## src/rtl/pcs_tx_seq_ctrl.sv

```systemverilog
// pcs_tx_seq_ctrl: 66-cycle gearbox sequencer for the 32-bit PCS TX path (handshake, scrambler gate, idle insert).
// Define PCS_SEQ_STATS_EN to add saturating block/underflow/pause counters.
module pcs_tx_seq_ctrl #(
  parameter int BLOCKS_PER_PAUSE    = 32,
  parameter int STARTUP_IDLE_BLOCKS = 4,
  parameter int CNT_WIDTH           = 7
) (
  input  logic                 i_clk,
  input  logic                 i_reset,
  input  logic                 i_enable,
  input  logic                 i_tx_valid,
  output logic                 o_tx_ready,
  output logic                 o_hdr_valid,
  output logic                 o_word_sel,
  output logic                 o_scr_en,
  output logic                 o_gb_pause,
  output logic                 o_idle_insert,
  output logic [CNT_WIDTH-1:0] o_seq_cnt,
`ifdef PCS_SEQ_STATS_EN
  output logic [31:0]          o_blk_cnt,
  output logic [31:0]          o_underflow_cnt,
  output logic [31:0]          o_pause_cnt,
`endif
  output logic                 o_active
);
  typedef enum logic [1:0] {IDLE, PRIME, RUN} state_t;
  localparam logic [CNT_WIDTH-1:0] PAUSE_AT = CNT_WIDTH'(2 * BLOCKS_PER_PAUSE);
  localparam logic [CNT_WIDTH-1:0] LAST     = CNT_WIDTH'(2 * BLOCKS_PER_PAUSE + 1);
  localparam logic [7:0]           SU_LAST  = 8'(STARTUP_IDLE_BLOCKS - 1);
  state_t state, state_n;
  logic [CNT_WIDTH-1:0] cnt, cnt_n;
  logic [7:0] su, su_n;
  logic idle_hold, active, run, pause, half_a, half_b, boundary;
  assign active   = state != IDLE;
  assign run      = state == RUN;
  assign pause    = active && cnt >= PAUSE_AT;
  assign half_a   = active && !pause && !cnt[0];
  assign half_b   = active && !pause && cnt[0];
  assign boundary = half_b || (pause && cnt == LAST);
  always_comb begin
    state_n = state;
    cnt_n   = '0;
    su_n    = su;
    if (!active) begin
      state_n = i_enable ? PRIME : IDLE;
      su_n    = '0;
    end else if (boundary && !i_enable) begin
      state_n = IDLE;
    end else begin
      cnt_n = cnt == LAST ? '0 : cnt + 1'b1;
      if (state == PRIME && half_b) begin
        su_n    = su + 1'b1;
        state_n = su == SU_LAST ? RUN : PRIME;
      end
    end
  end
  always_ff @(posedge i_clk or posedge i_reset)
    if (i_reset) begin
      state     <= IDLE;
      cnt       <= '0;
      su        <= '0;
      idle_hold <= 1'b0;
    end else begin
      state     <= state_n;
      cnt       <= cnt_n;
      su        <= su_n;
      idle_hold <= run && half_a && !i_tx_valid;
    end
  assign o_tx_ready    = run && half_a;
  assign o_hdr_valid   = half_a;
  assign o_word_sel    = half_b;
  assign o_scr_en      = half_a || half_b;
  assign o_gb_pause    = pause;
  // An underflow idle is decided live in half A and carried by idle_hold into half B.
  assign o_idle_insert = (state == PRIME && (half_a || half_b)) ||
                         (run && (half_a ? !i_tx_valid : half_b && idle_hold));
  assign o_seq_cnt     = cnt;
  assign o_active      = active;
`ifdef PCS_SEQ_STATS_EN
  always_ff @(posedge i_clk or posedge i_reset)
    if (i_reset) begin
      o_blk_cnt       <= '0;
      o_underflow_cnt <= '0;
      o_pause_cnt     <= '0;
    end else begin
      if (run && half_a && i_tx_valid && o_blk_cnt != '1) o_blk_cnt <= o_blk_cnt + 1;
      if (run && half_a && !i_tx_valid && o_underflow_cnt != '1) o_underflow_cnt <= o_underflow_cnt + 1;
      if (run && pause && cnt == LAST && o_pause_cnt != '1) o_pause_cnt <= o_pause_cnt + 1;
    end
`endif
endmodule

```

## config.mk

```make
export PLATFORM = sky130hd
export DESIGN_NAME = pcs_tx_seq_ctrl
export DESIGN_NICKNAME = d
export VERILOG_FILES = /design/src/rtl/pcs_tx_seq_ctrl.sv
export SDC_FILE = /design/constraint.sdc
export NUM_CORES = 1
export LEC_CHECK = 0
export ABC_AREA = 1
export CAP_MARGIN = 5
export CORE_MARGIN = 2
export CORE_UTILIZATION = 51
export DETAILED_ROUTE_END_ITERATION = 8
export PLACE_DENSITY = 0.77
export SYNTH_ARGS = -nofsm -noshare
export SYNTH_HDL_FRONTEND = slang
export SYNTH_SLANG_ARGS = --single-unit
```

## constraint.sdc

```tcl
create_clock -name i_clk -period 3.09 [get_ports i_clk]
set_input_delay 0.309 -clock i_clk [delete_from_list [all_inputs] [get_ports i_clk]]
set_output_delay 0.309 -clock i_clk [all_outputs]
set_load 0.005 [all_outputs]
```

==> flow_metrics.py <==
metrics = {
    "cts": {
        "cts.sinks": 18,
        "numCtsBuffers": 3,
        "cts_hold_buf": 0,
        "clk_pin_slew_ns": 0.10,
        "cts_setup_buffers": 0,
        "clkLatencyLatePin_ns": 0.28,
        "cts_tree": "built",
        "clk_path_buf_depth": 2,
        "htree_levels": 1,
        "cts_resized": 0,
        "cts-root-buf": "clkbuf_4",
    },
    "die": {
        "initial_utilization": 0.549,
        "core_um2": 2000,
        "die-area_um2": 2540,
        "die_h_um": 50.4,
        "ios": 18,
        "rows": 16,
        "die_x_um": 50.4,
    },
    "yosys": {
        "netlist_top_cells_area": "dfrtp_1 (41%), nand2_1 (11%), nand3_1 (7.3%)",
        "seq_area_frac_synth": 0.410,
        "synth.avg_cell_area_um2": 8.09,
        "synth_commonest_cells": "nand2_1 (31), dfrtp_1 (18), nor2_1 (18)",
        "ys_seq_elements": 18,
        "synth_edf_count": 0,
        "async_flop_share": 1.00,
        "yosysMostFrequentCell": "nand2_1",
        "ys.flop_type": "dfrtp_1",
        "synth_nets": 143,
        "synth_warnings": 0,
        "postSynthCellCount": 136,
        "synth_top_area_cell": "dfrtp_1",
        "synthesis.area_um2": 1100,
        "yosysTopAreaCellShare": 0.410,
        "ys_types": 23,
    },
    "worst_setup_path": {
        "cp_max_fo": 10,
        "crit_type": "register to primary output",
        "critPathCaptureType": "primary output",
        "critPathMaxStageDelay_ns": 0.45,
        "cp.required_ns": 2.78,
        "critPathLaunchType": "register",
        "reg2reg_slack_ns": 1.54,
        "crit_arrival_ns": 1.95,
        "crit_top_cell": "nand2_1",
        "cp_slowest_cell": "clkdlybuf4s50_1",
        "path_cells": "nor2_4, nor2_2, nand2_1, inv_1, nand2_1, nor2_1, a31oi_1, nand2_1, clkdlybuf4s50_1",
    },
    "placement": {
        "gp_congestion": 0.840,
        "dpl_cell_area_um2": 1300,
        "port_buffers": 17,
        "hpwlAfterDp_um": 1670,
    },
    "sta": {
        "setup_viol_count_final": 0,
        "maxSlewHeadroom": 0.531,
        "finalClockSkew_ns": 0.00151,
        "tightest_slew_ns": 0.703,
        "fmax_ghz": 0.443,
        "period_needed_ns": 2.26,
        "finalHoldViolations": 0,
        "rsz0062_at_grt": "false",
        "setup-tns-final_ns": 0,
        "slew_violations": 0,
        "post-route-period-util": 0.731,
    },
    "global_routing": {
        "first_global_vias": 876,
        "antenna_found_initial": 0,
        "overflow": 0,
        "grt_usage": 0.203,
        "grt_pass1_wl_um": 3960,
        "grt_max_degree": 19,
    },
    "cells_and_area": {
        "fin_nets": 164,
        "num_antenna_cells": 0,
        "drive_gt1_frac": 0.116,
        "fin_area_um2": 1320,
        "area_delta_synth_final_pct": 20.1,
    },
    "drt": {
        "vias": 923,
        "drt_iter0_drc": 17,
        "ant_nets": 0,
        "via_per_inst": 5.07,
        "wirelength_um": 2150,
        "firstDrtPassIters": 4,
        "wl_per_cell_um": 11.8,
        "drc": 0,
    },
    "pwr": {
        "leakagePower_nw": 0.637,
        "ir_drop_v": 0.000580,
        "pwr_density_cell_nw_per_um2": 688,
    },
    "worst_hold_path": {
        "hold_path_class": "input port to asynchronous set/reset pin",
    },
    "run": {
        "max_cap_viol_count": 0,
    },
    "status": {
        "status": "completed",
    },
}
==> cells in the final DEF (no fill, tap or decap), drive strengths merged <==
master / n
xor2: 5
a21boi: 1
a21oi: 2
clkdlybuf4s50: 17
nand3: 18
nor3b: 4
a31oi: 1
dfrtp: 18
nor3: 2
nand4: 2
inv: 17
xnor2: 2
clkbuf: 3
nor2: 23
ha: 3
nand2: 37
==> sequential cells by signal, indices dropped and copies added (netlist names) <==
name / flops
su: 8
o_seq_cnt: 7
state: 2
idle_hold: 1
==> stage by stage <==
stage	hold WS, ns	worst slack (ns)	util	std cells	power (W)
final	0.417	0.831	0.660	182	0.000909
after global routing	0.500	0.677	0.660	182	0.000987
after CTS	0.444	0.814	0.660	182	0.000917
after detailed placement	0.535	1.15	0.649	179	0.000800
after global placement	0.519	1.23	0.649	179	0.000786
after floorplan	0.248	1.69	-	136	0.000625
==> metal layers <==
layer	global-route usage	wire, µm	vias to the layer above
met5	0	0	-
met4	0.0541	9	0
met3	0.0357	60	2
met2	0.300	985	14
met1	0.308	1090	437
li1	-	-	470
==> cell families after synthesis <==
family	synth area share
compound gates	0.0216
xor+xnor	0.0557
buf+inv	0.0626
fa+ha+maj	0.0341
simple gates	0.416
flops	0.410
==> report_power, final <==
| part | internal (W) | leakage [nW] | switching, W |
|---|---|---|---|
| logic | 0.000199 | 0.380 | 0.000267 |
| clock network | 0.0000452 | 0.0138 | 0.0000704 |
| registers | 0.000275 | 0.243 | 0.0000517 |
==> critical path: cells and delay by family (launching register included) <==
family | cells | cell delay (ns)
buf+inv | 2 | 0.49
flops | 1 | 0.44
compound gates | 1 | 0.15
simple gates | 6 | 0.58
==> path summary, 6_finish.rpt <==
path                         startpoint       endpoint  depth (start not counted)
max                            state[0]  o_idle_insert                          9
min                             i_reset          su[3]                          2
max reg2reg                o_seq_cnt[0]          su[3]                         10
min reg2reg                       su[1]          su[1]                          2
max in group asynchronous       i_reset   o_seq_cnt[2]                          2
min in group i_clk                su[1]          su[1]                          2
==> layout make-up <==
class	instances	area (µm²)
Tap cell	27	33.8
Fill cell	173	681
Multi-Input combinational cell	100	581
Sequential cell	18	450
Inverter	17	63.8
Timing Repair Buffer	17	170
Clock buffer	3	22.5
(Power assumes the default switching activity.)
